## src/rtl/mips_cpu_bus_bridge.sv

```systemverilog
// Serialises MIPS fetch and data requests onto one Avalon-MM master port.
// Define BUS_TIMEOUT_EN to abort accesses stalled for TIMEOUT_CYCLES.
module mips_cpu_bus_bridge #(
  parameter int TIMEOUT_CYCLES = 255
) (
  input  logic        clk,
  input  logic        reset,
  input  logic        i_req,
  input  logic [31:0] i_addr,
  output logic        i_done,
  output logic [31:0] i_rdata,
  input  logic        d_req,
  input  logic        d_we,
  input  logic [31:0] d_addr,
  input  logic [3:0]  d_be,
  input  logic [31:0] d_wdata,
  output logic        d_done,
  output logic [31:0] d_rdata,
  output logic        busy,
  output logic [31:0] avm_address,
  output logic        avm_read,
  output logic        avm_write,
  output logic [31:0] avm_writedata,
  output logic [3:0]  avm_byteenable,
  input  logic        avm_waitrequest,
  input  logic [31:0] avm_readdata,
  output logic        bus_error
);

  typedef enum logic [1:0] {
    IDLE,
    D_ACC,
    I_ACC,
    RESP
  } state_t;

  state_t      state;
  state_t      state_n;
  logic        in_acc;
  logic        abort;
  logic [31:0] cap;

  logic        i_done_n;
  logic        d_done_n;
  logic        busy_n;
  logic [31:0] i_rdata_n;
  logic [31:0] d_rdata_n;
  logic [31:0] addr_n;
  logic [31:0] wdata_n;
  logic [3:0]  be_n;
  logic        rd_n;
  logic        wr_n;
  logic        err_n;

  assign in_acc = (state == D_ACC) || (state == I_ACC);

`ifdef BUS_TIMEOUT_EN
  localparam int CW = $clog2(TIMEOUT_CYCLES + 1);
  logic [CW-1:0] stall_cnt;

  always_ff @(posedge clk) begin
    if (reset || !in_acc) begin
      stall_cnt <= '0;
    end else if (avm_waitrequest) begin
      stall_cnt <= stall_cnt + CW'(1);
    end
  end

  // Fires on the last tolerated stall cycle
  assign abort = in_acc && avm_waitrequest &&
                 (stall_cnt == CW'(TIMEOUT_CYCLES - 1));
  assign cap   = avm_waitrequest ? 32'hDEADBEEF : avm_readdata;
`else
  logic unused_timeout;
  assign unused_timeout = ^TIMEOUT_CYCLES;
  assign abort = 1'b0;
  assign cap   = avm_readdata;
`endif

  always_comb begin
    state_n   = state;
    addr_n    = avm_address;
    wdata_n   = avm_writedata;
    be_n      = avm_byteenable;
    rd_n      = avm_read;
    wr_n      = avm_write;
    i_rdata_n = i_rdata;
    d_rdata_n = d_rdata;
    i_done_n  = 1'b0;
    d_done_n  = 1'b0;
    err_n     = bus_error | abort;
    unique case (state)
      IDLE: begin
        if (d_req) begin
          addr_n  = {d_addr[31:2], 2'b00};
          wdata_n = d_wdata;
          be_n    = d_we ? d_be : 4'hF;
          if (d_we && (d_be == 4'h0)) begin
            // nothing to store: complete without a bus cycle
            state_n  = RESP;
            d_done_n = 1'b1;
          end else begin
            state_n = D_ACC;
            rd_n    = !d_we;
            wr_n    = d_we;
          end
        end else if (i_req) begin
          addr_n  = {i_addr[31:2], 2'b00};
          be_n    = 4'hF;
          rd_n    = 1'b1;
          state_n = I_ACC;
        end
      end
      D_ACC, I_ACC: begin
        if (!avm_waitrequest || abort) begin
          state_n = RESP;
          rd_n    = 1'b0;
          wr_n    = 1'b0;
          if (state == D_ACC) begin
            d_done_n = 1'b1;
            if (avm_read) begin
              d_rdata_n = cap;
            end
          end else begin
            i_done_n  = 1'b1;
            i_rdata_n = cap;
          end
        end
      end
      RESP: begin
        state_n = IDLE;
      end
      default: begin
        state_n = IDLE;
      end
    endcase
  end

  assign busy_n = (state_n != IDLE);

  always_ff @(posedge clk) begin
    if (reset) begin
      state          <= IDLE;
      i_done         <= 1'b0;
      d_done         <= 1'b0;
      busy           <= 1'b0;
      i_rdata        <= '0;
      d_rdata        <= '0;
      avm_address    <= '0;
      avm_read       <= 1'b0;
      avm_write      <= 1'b0;
      avm_writedata  <= '0;
      avm_byteenable <= '0;
      bus_error      <= 1'b0;
    end else begin
      state          <= state_n;
      i_done         <= i_done_n;
      d_done         <= d_done_n;
      busy           <= busy_n;
      i_rdata        <= i_rdata_n;
      d_rdata        <= d_rdata_n;
      avm_address    <= addr_n;
      avm_read       <= rd_n;
      avm_write      <= wr_n;
      avm_writedata  <= wdata_n;
      avm_byteenable <= be_n;
      bus_error      <= err_n;
    end
  end

endmodule

```

## config.mk

```make
export PLATFORM = sky130hd
export DESIGN_NAME = mips_cpu_bus_bridge
export DESIGN_NICKNAME = d
export VERILOG_FILES = /design/src/rtl/mips_cpu_bus_bridge.sv
export SDC_FILE = /design/constraint.sdc
export NUM_CORES = 1
export LEC_CHECK = 0
export ABC_AREA = 1
export CORE_UTILIZATION = 36
export DETAILED_ROUTE_END_ITERATION = 16
export HOLD_SLACK_MARGIN = 0.02
export PLACE_DENSITY = 0.87
export SLEW_MARGIN = 0
export SYNTH_ARGS = -nofsm -noshare
export SYNTH_HDL_FRONTEND = slang
export SYNTH_SLANG_ARGS = --single-unit
```

## constraint.sdc

```tcl
create_clock -name clk -period 1.4 [get_ports clk]
set_input_delay 0.28 -clock clk [delete_from_list [all_inputs] [get_ports clk]]
set_output_delay 0.28 -clock clk [all_outputs]
set_load 0.01 [all_outputs]
```

==> results.py, run 1 <==
metrics = {
    "outcome": {
        "status": "finished with violations",
        "violations": "setup timing",
    },
    "floorplan": {
        "initial_utilization_pct": 36.7,
        "io-pin-count": 276,
        "die_w_um": 124,
        "core_um2": 14500,
        "die_height_um": 124,
        "fp-row-count": 44,
        "fp.dieArea_um2": 15300,
    },
    "sta": {
        "skew_ns": 0.00626,
        "post-route-min-period_ns": 1.47,
        "timing.final.crit_share_pct": 105,
        "setup_ws_ns": -0.0703,
        "max_freq_mhz": 680,
        "rsz0062_at_grt": "true",
        "hold_viol_final": 0,
        "setup_viol": 41,
        "holdWs_ns": 0.473,
        "slew_viol_final": 0,
    },
    "setup_path": {
        "critical_path.top_delay_family": "simple AND/OR/NAND/NOR gates",
        "path_buf_inv": 3,
        "path_cells": "inv_2, ha_4, nand2_4, nor2_4, inv_4, buf_12, nor2_2, nor2_1",
        "crit_arrival_ns": 1.77,
        "critical_path.slowest_cell": "dfxtp_2",
        "critPathMaxFanout": 11,
        "cp-start-kind": "register",
        "critPathMaxStageDelay_ns": 0.35,
        "cp.required_ns": 1.70,
        "worstSetupEndpointType": "register",
        "critPathKind": "register to register",
    },
    "power_and_ir_drop": {
        "leakagePower_uw": 0.00439,
        "p_total_uw": 11500,
        "p_per_area_nw_per_um2": 1270,
        "ir_drop_v": 0.000898,
    },
    "worst_hold_path": {
        "min_path_type": "register to register",
    },
    "routing": {
        "viasPerCell": 4.77,
        "detail_route.wirelength_um": 17600,
        "drc": 0,
        "num_vias": 5801,
        "drtAntennaViolNets": 0,
        "drt_iter0_drc": 278,
        "wl_per_cell_um": 14.4,
        "drt-pass1-iter-count": 4,
    },
    "synth": {
        "synth_warnings": 0,
        "yosysUniqueCellTypes": 20,
        "ys_seq_area_share_pct": 51.6,
        "synth_seq_cells": 137,
        "netlist_instances": 733,
        "syn_area_per_cell_um2": 7.25,
        "synthesis.area_um2": 5320,
    },
    "clock_network": {
        "path_clk_slew_ns": 0.06,
        "cts_hold_buffers": 0,
        "cts_tree": "built",
        "cts-root-buf": "clkbuf_16",
        "cts_inserted_buffers": 17,
        "worstSkewPairLatency_ns": 0.41,
        "cts.sinks": 137,
        "ctsLongestPathBuffers": 2,
        "h-tree-depth": 4,
    },
    "layout": {
        "layout-drive-gt1-share_pct": 11.8,
        "layout.cells.non_filler": 1217,
        "final_core_util_pct": 62.7,
        "fin_nets": 1163,
        "diodes": 0,
        "area_growth_pct": 70.7,
        "design_area_um2": 9070,
    },
    "placement": {
        "dp.cells": 1175,
        "dp_hpwl_um": 11700,
        "io_buffers": 268,
        "gp_congestion": 0.784,
        "place_area_um2": 8350,
    },
    "global_routing": {
        "gr-total-overflow": 0,
        "grt_max_degree": 63,
        "grt_pass1_vias": 5403,
        "gr-usage-all-layers_pct": 21.8,
        "antenna_found_initial": 0,
        "grt_pass1_wl_um": 25600,
    },
    "run": {
        "max_cap_violations": 0,
    },
}
==> worst reg2reg max path, stage by stage, from the launching register on <==
cell and delay [ns]:
dfxtp_2 0.35, inv_2 0.06, ha_4 0.27, nand2_4 0.06, nor2_4 0.19, inv_4 0.10
buf_12 0.16, nor2_2 0.12, nor2_1 0.06
==> registers in the layout, summed over array words and instances (netlist names) <==
signal	count
busy	1
d_done	1
avm_writedata	32
i_done	1
state	2
d_rdata	32
avm_read	1
avm_write	1
avm_byteenable	4
i_rdata	32
avm_address	30
==> worst paths after layout <==
| check | start | end | slack, ns | depth (start not counted) |
|---|---|---|---|---|
| max | state[0] | i_rdata[18] | -0.07 | 8 |
| min | avm_writedata[21] | avm_writedata[21] | 0.47 | 2 |
| max reg2reg | state[0] | i_rdata[18] | -0.07 | 8 |
| min reg2reg | avm_writedata[21] | avm_writedata[21] | 0.47 | 2 |
==> power breakdown <==
part	leakage [µW]	total [µW]	switching (µW)	internal [µW]
clock	0.000272	4360	1620	2750
sequential	0.00113	4510	202	4310
combinational	0.00299	2670	1330	1340
==> metrics by stage <==
step	worst slack [ns]	setup TNS, ns
4_1_cts	-0.0206	-0.104
6_report	-0.0703	-0.827
3_5_place_dp	-0.296	-29.95
2_1_floorplan	0.00218	0
5_1_grt	-0.106	-4.63
3_3_place_gp	-0.266	-26.87
==> routing by layer <==
layer / global-route usage, % / vias to the layer above / part of all wire, %
met3: 9.82 / 35 / 11
met5: 0 / - / 0
met2: 38.4 / 258 / 49
met1: 22.7 / 2622 / 38
met4: 8.28 / 0 / 2.2
li1: - / 2886 / -
==> synthesized netlist by cell type <==
master	count	area, µm²
a21oi_1	9	45.0
a21oi_4	1	16.3
buf_2	13	65.1
buf_4	9	67.6
buf_6	2	22.5
clkbuf_1	22	82.6
clkbuf_8	2	27.5
conb_1	1	3.75
dfxtp_1	137	2740
ha_1	4	50.1
inv_1	14	52.6
inv_2	5	18.8
nand2_1	116	435
nand3_1	4	20.0
nor2_1	254	953
nor2_2	7	43.8
o211ai_1	1	7.51
o21ai_0	127	636
o21ai_1	4	20.0
or2_2	1	6.26
==> cells in the final DEF, fill, tap and decap left out, types with 3 or more instances in the layout <==
cell type,count
buf_6,4
nor2_1,234
inv_2,5
a21oi_1,8
o21ai_1,15
clkbuf_8,3
ha_1,3
nor2_2,25
nand2_1,114
dlygate4sd2_1,132
buf_4,28
o21ai_0,116
nand3_1,3
clkinvlp_4,3
dfxtp_1,134
inv_1,9
inv_4,5
clkdlybuf4s50_1,133
clkbuf_16,22
conb_1,3
dfxtp_2,3
buf_12,8
clkbuf_1,4
==> cell families after synthesis <==
kind of cell | count (synthesis) | synth area share, %
adder cells (fa/ha/maj) | 4 | 0.941
other | 1 | 0.0705
AO/OA/AOI/OAI | 142 | 13.6
buffers and inverters | 67 | 6.33
flip-flops | 137 | 51.6
AND/OR/NAND/NOR | 382 | 27.4
==> final cells by class <==
type	instances	area [µm²]
clock buffer	24	482
clock inverter	7	92.6
fill	1189	5410
inverter	19	83.8
multi-input combinational	531	2340
sequential	137	2750
tap	184	230
timing repair buffer	315	3100
==> timing repair <==
item | in CTS | in global routing
gates resized for setup | 163 | 30
buffers inserted | 1 | 3
cloned | 1 | 6
endpoints found under the hold margin | 0 | 0
pin swaps | 2 | 2
endpoints found under the setup margin | 262 | 67
Power figures use the tool's default switching activity.
==> run 2, diff against run 1 <==
--- a/config.mk
+++ b/config.mk
@@ -6,10 +6,12 @@
 export NUM_CORES = 1
 export LEC_CHECK = 0
 export ABC_AREA = 1
-export CORE_UTILIZATION = 36
+export CELL_PAD_IN_SITES_DETAIL_PLACEMENT = 2
+export CELL_PAD_IN_SITES_GLOBAL_PLACEMENT = 2
+export CORE_UTILIZATION = 18
 export DETAILED_ROUTE_END_ITERATION = 16
 export HOLD_SLACK_MARGIN = 0.02
-export PLACE_DENSITY = 0.87
+export PLACE_DENSITY = 0.85
 export SLEW_MARGIN = 0
 export SYNTH_ARGS = -nofsm -noshare
 export SYNTH_HDL_FRONTEND = slang
==> results.py, run 2 (synthesis results as in run 1) <==
metrics = {
    "routing": {
        "wl_per_cell_um": 19.1,
        "drt_iter0_drc": 165,
        "num_vias": 6182,
        "drtAntennaViolNets": 0,
        "drc": 0,
        "drt-pass1-iter-count": 4,
        "viasPerCell": 4.28,
        "detail_route.wirelength_um": 27600,
    },
    "floorplan": {
        "initial_utilization_pct": 18.4,
        "fp-row-count": 62,
        "io-pin-count": 276,
        "die_height_um": 174,
        "fp.dieArea_um2": 30200,
        "die_w_um": 174,
        "core_um2": 28900,
    },
    "sta": {
        "setup_ws_ns": -0.188,
        "hold_viol_final": 0,
        "post-route-min-period_ns": 1.59,
        "setup_viol": 80,
        "skew_ns": 0.0124,
        "timing.final.crit_share_pct": 113,
        "rsz0062_at_grt": "true",
        "slew_viol_final": 0,
        "max_freq_mhz": 630,
    },
    "setup_path": {
        "critPathMaxStageDelay_ns": 0.35,
        "ff2ff_setup_slack_ns": -0.19,
        "crit_arrival_ns": 1.91,
        "reg2reg_depth": 10,
        "critical_path.top_delay_family": "simple AND/OR/NAND/NOR gates",
        "critPathKind": "register to register",
        "critical_path.slowest_cell": "dfxtp_2",
        "crit_cells": 10,
        "critPathMaxFanout": 3,
        "cp.required_ns": 1.72,
        "path_buf_inv": 3,
        "cp-start-kind": "register",
        "worstSetupEndpointType": "register",
        "path_cells": "inv_2, ha_4, buf_6, buf_6, nand2_4, a21oi_4, nor2_2, nand2_1, nand2_2, nand2_2",
    },
    "clock_network": {
        "cts.sinks": 137,
        "cts_tree": "built",
        "ctsLongestPathBuffers": 2,
        "h-tree-depth": 4,
        "worstSkewPairLatency_ns": 0.43,
        "cts-root-buf": "clkbuf_16",
        "path_clk_slew_ns": 0.07,
        "cts_inserted_buffers": 17,
        "cts_hold_buffers": 0,
    },
    "placement": {
        "io_buffers": 268,
        "dp_hpwl_um": 17500,
        "gp_congestion": 0.745,
        "place_area_um2": 8680,
    },
    "global_routing": {
        "grt_pass1_wl_um": 37900,
        "gr-total-overflow": 0,
        "grt_max_degree": 60,
        "gr-usage-all-layers_pct": 16.3,
        "grt_pass1_vias": 6675,
        "antenna_found_initial": 0,
    },
    "power_and_ir_drop": {
        "p_total_uw": 12600,
        "p_per_area_nw_per_um2": 1240,
        "ir_drop_v": 0.000819,
        "leakagePower_uw": 0.00458,
    },
    "layout": {
        "final_cell_mix": "nor2_1 (178), clkdlybuf4s50_1 (133), dfxtp_1 (130), dlygate4sd2_1 (107), nand2_1 (105)",
        "design_area_um2": 10200,
        "diodes": 0,
        "area_growth_pct": 92.3,
        "largest_registers": "avm_writedata: 32 flops, d_rdata: 32 flops, i_rdata: 32 flops",
        "final_common_cell": "nor2_1",
        "fin_nets": 1190,
        "layout-drive-gt1-share_pct": 25.4,
    },
    "run": {
        "max_cap_violations": 0,
    },
    "worst_hold_path": {
        "min_path_type": "input port to register",
        "min_path_cells": 3,
    },
    "outcome": {
        "violations": "setup timing",
        "status": "finished with violations",
    },
}
run 2: cell types whose count changed in the layout (fill, tap and decap cells not counted), moves of 21 or more:
cell,delta
dlygate4sd2_1,-25
nor2_1,-56
nor2_2,+25
nor2_4,+31
o21ai_0,-31
o21ai_2,+21
run 2: per-layer routing:
layer	vias to the layer above	routed length [µm]	global-route usage, %
met5	-	0	0
met4	0	419	4.53
met3	22	1770	6.01
met2	191	14800	30.0
met1	3027	10600	17.1
li1	2942	-	-
run 2: where the power goes:
| part | leakage [µW] | switching (µW) | total (µW) | internal, µW |
|---|---|---|---|---|
| Clock | 0.000278 | 2090 | 4610 | 2520 |
| Combinational | 0.00317 | 1800 | 3470 | 1680 |
| Sequential | 0.00113 | 245 | 4550 | 4310 |
| Total | 0.00458 | 4140 | 12600 | 8500 |
run 2: path summary, 6_finish.rpt:
path / startpoint / endpoint
setup / recovery: state[0] / busy
hold / removal: avm_readdata[25] / i_rdata[25]
setup reg to reg: state[0] / busy
hold reg to reg: avm_writedata[1] / avm_writedata[1]
run 2: area by class of cell:
| cell class | instances | area (µm²) |
|---|---|---|
| flip-flops and latches | 137 | 2750 |
| well taps | 384 | 480 |
| clock buffers | 17 | 425 |
| multi-input cells | 531 | 2850 |
| clock inverters | 15 | 153 |
| fillers | 3248 | 18600 |
| inverters | 19 | 100 |
| repair buffers | 342 | 3470 |
run 2: stage by stage:
stage | cells | util (%) | TNS, ns | setup slack, ns | hold WS [ns]
floorplan | 735 | - | 0 | 0.00218 | 0.349
global placement | 1386 | 30.1 | -22.61 | -0.229 | 0.455
detailed placement | 1386 | 30.1 | -30.96 | -0.307 | 0.466
CTS | 1433 | 32.9 | -5.81 | -0.149 | 0.437
global route | 1445 | 35.4 | -9.86 | -0.205 | 0.451
finish | 1445 | 35.4 | -4.33 | -0.188 | 0.460
run 2: timing repair:
item                       4_1_cts  5_1_grt
resized for setup              212      220
pin swaps                       18       22
buffers inserted                10        7
gates cloned                     5       10
setup endpoints to repair      271      136
run 2: worst min-delay path, cell delays in order:
cell and delay [ns]:
clkdlybuf4s50_1 0.43, nor2_2 0.11, nor2_1 0.04
==> run 3, diff against run 2 <==
--- a/config.mk
+++ b/config.mk
@@ -8,6 +8,7 @@
 export ABC_AREA = 1
 export CELL_PAD_IN_SITES_DETAIL_PLACEMENT = 2
 export CELL_PAD_IN_SITES_GLOBAL_PLACEMENT = 2
+export CORE_ASPECT_RATIO = 1.4
 export CORE_UTILIZATION = 18
 export DETAILED_ROUTE_END_ITERATION = 16
 export HOLD_SLACK_MARGIN = 0.02
==> results.py, run 3 (synthesis results as in run 1) <==
metrics = {
    "layout": {
        "layout-drive-gt1-share_pct": 26.9,
        "final_cell_mix": "nor2_1 (143), clkdlybuf4s50_1 (132), dfxtp_1 (130), nand2_1 (106), dlygate4sd2_1 (88)",
        "final_common_cell": "nor2_1",
        "fin_nets": 1179,
        "area_growth_pct": 91.1,
        "largest_registers": "avm_writedata: 32 flops, d_rdata: 32 flops, i_rdata: 32 flops",
    },
    "routing": {
        "routed-wl-met2_um": 14200,
        "drt-pass1-iter-count": 4,
        "viasPerCell": 4.33,
        "top_layer": "met4",
        "drt_iter0_drc": 106,
        "m1WireLength_um": 9280,
        "drtAntennaViolNets": 0,
        "wl_met3_um": 1600,
        "wl_per_cell_um": 18.0,
        "detail_route.wirelength_um": 25800,
        "drc": 0,
        "num_vias": 6201,
    },
    "setup_path": {
        "path_cells": "inv_2, ha_4, nand2_4, buf_12, clkinvlp_4, buf_12, buf_16, nor2_4, nor2_2",
        "reg2reg_depth": 9,
        "critPathKind": "register to register",
        "critPathMostFrequentCell": "buf_12",
        "critPathMaxFanout": 8,
        "crit_cells": 9,
        "critical_path.top_delay_family": "buffers and inverters",
        "crit_arrival_ns": 1.79,
        "cp.required_ns": 1.71,
        "worstReg2RegEnd": "avm_writedata[6]",
        "cp-start-kind": "register",
        "ff2ff_setup_slack_ns": -0.08,
        "critical_path.slowest_cell": "dfxtp_2",
        "worstSetupEndpointType": "register",
        "path_buf_inv": 5,
        "worstReg2RegStart": "state[0]",
        "critPathMaxStageDelay_ns": 0.36,
    },
    "floorplan": {
        "io-pin-count": 276,
        "die_w_um": 147,
        "core_um2": 29100,
        "initial_utilization_pct": 18.3,
        "fp.dieArea_um2": 30200,
        "die_height_um": 205,
        "fp-row-count": 74,
    },
    "power_and_ir_drop": {
        "switching_share_pct": 29.5,
        "p_sw_uw": 3830,
        "pwr-share-clk_pct": 38.9,
        "pwr-share-comb_pct": 25.7,
        "intPower_uw": 9160,
        "ir_drop_v": 0.000794,
        "p_per_area_nw_per_um2": 1280,
        "leakagePower_uw": 0.00454,
        "seq_power_share_pct": 35.4,
    },
    "sta": {
        "setup_ws_ns": -0.0795,
        "timing.final.crit_share_pct": 106,
        "skew_ns": 0.00908,
        "slew_viol_final": 0,
        "hold_viol_final": 0,
        "holdWs_ns": 0.471,
        "post-route-min-period_ns": 1.48,
        "setup_viol": 80,
        "rsz0062_at_grt": "true",
        "max_freq_mhz": 676,
    },
    "global_routing": {
        "grt_pass1_wl_um": 37300,
        "grt_pass1_vias": 6612,
        "gr-total-overflow": 0,
        "antenna_found_initial": 2,
        "gr-usage-all-layers_pct": 16.2,
        "grt_max_degree": 50,
    },
    "clock_network": {
        "h-tree-depth": 4,
        "cts_inserted_buffers": 17,
        "ctsLongestPathBuffers": 2,
        "cts_hold_buffers": 0,
        "cts-root-buf": "clkbuf_16",
        "cts.sinks": 137,
        "worstSkewPairLatency_ns": 0.43,
        "cts_tree": "built",
        "path_clk_slew_ns": 0.06,
    },
    "placement": {
        "gp_congestion": 0.735,
        "io_buffers": 268,
        "dp_hpwl_um": 16800,
        "pre_cts_slack_ns": -0.385,
    },
    "worst_hold_path": {
        "hold_start": "avm_byteenable[1]",
        "min_path_cells": 2,
        "hold_path_end": "avm_byteenable[1]",
        "min_path_type": "register to register",
    },
    "outcome": {
        "status": "finished with violations",
        "violations": "setup timing",
    },
    "run": {
        "max_cap_violations": 0,
    },
}
-- run 3: changes by cell type in the layout (fill, tap and decap cells not counted), moves of 6 or more --
cell,change
nor2_1,-35
clkdlybuf4s15_1,+8
o21ai_2,-14
dlygate4sd2_1,-19
o21ai_1,+32
o21ai_0,-15
buf_4,-9
nor2_2,+23
clkbuf_2,+12
clkbuf_16,-7
inv_6,-6
nor2_4,+12
-- run 3: worst reg2reg max path, stage by stage (launching register included) --
cell	delay, ns
dfxtp_2	0.36
inv_2	0.06
ha_4	0.18
nand2_4	0.10
buf_12	0.11
clkinvlp_4	0.10
buf_12	0.16
buf_16	0.16
nor2_4	0.09
nor2_2	0.05
-- run 3: timing repair --
item / CTS / global route
resized for setup: 293 / 196
cloned: 7 / 3
endpoints found under the setup margin: 271 / 128
buffers inserted: 10 / 5
pin swaps: 6 / 5
-- run 3: routing by layer --
layer / GRT usage [%] / vias up
met2: 31.3 / 200
met3: 5.08 / 41
met4: 6.44 / 0
met1: 15.8 / 3040
met5: 0 / -
li1: - / 2920
-- run 3: worst max path at each step --
| stage | start | to | slack (ns) |
|---|---|---|---|
| after global routing | state[1] | avm_writedata[6] | -0.15 |
| after CTS | state[1] | avm_writedata[13] | -0.07 |
| after detailed placement | d_req | avm_writedata[17] | -0.38 |
| after global placement | d_req | avm_writedata[21] | -0.29 |
| after floorplan | state[1] | i_rdata[10] | 0.002 |
| final | state[0] | avm_writedata[6] | -0.08 |
-- run 3: power groups by stage --
| stage | logic, µW | registers, µW | clock network, µW |
|---|---|---|---|
| 2_1_floorplan | 952 | 4760 | 0 |
| 3_3_place_gp | 2810 | 4580 | 0 |
| 3_5_place_dp | 2890 | 4610 | 0 |
| 4_1_cts | 3000 | 4540 | 5210 |
| 5_1_grt | 3610 | 4640 | 5350 |
| 6_report | 3330 | 4590 | 5060 |
-- run 3: area by class of cell --
class | count | area, µm²
clock buffers | 20 | 447
repair buffers | 331 | 3330
clock inverters | 12 | 196
multi-input cells | 531 | 2870
well taps | 380 | 475
flip-flops and latches | 137 | 2750
diodes | 2 | 5.00
fillers | 3275 | 18900
inverters | 19 | 90.1
-- run 3: through the flow --
stage                     total power (µW)  util [%]  cells  area [µm²]  setup TNS (ns)
after floorplan                       5710         -    735        5340               0
after global placement                7390      29.9   1377        8680          -28.86
after detailed placement              7500      29.9   1377        8680          -38.07
after CTS                            12800      33.4   1423        9710           -1.89
after global routing                 13600      35.0   1432       10200           -9.56
final                                13000      35.0   1432       10200           -3.07
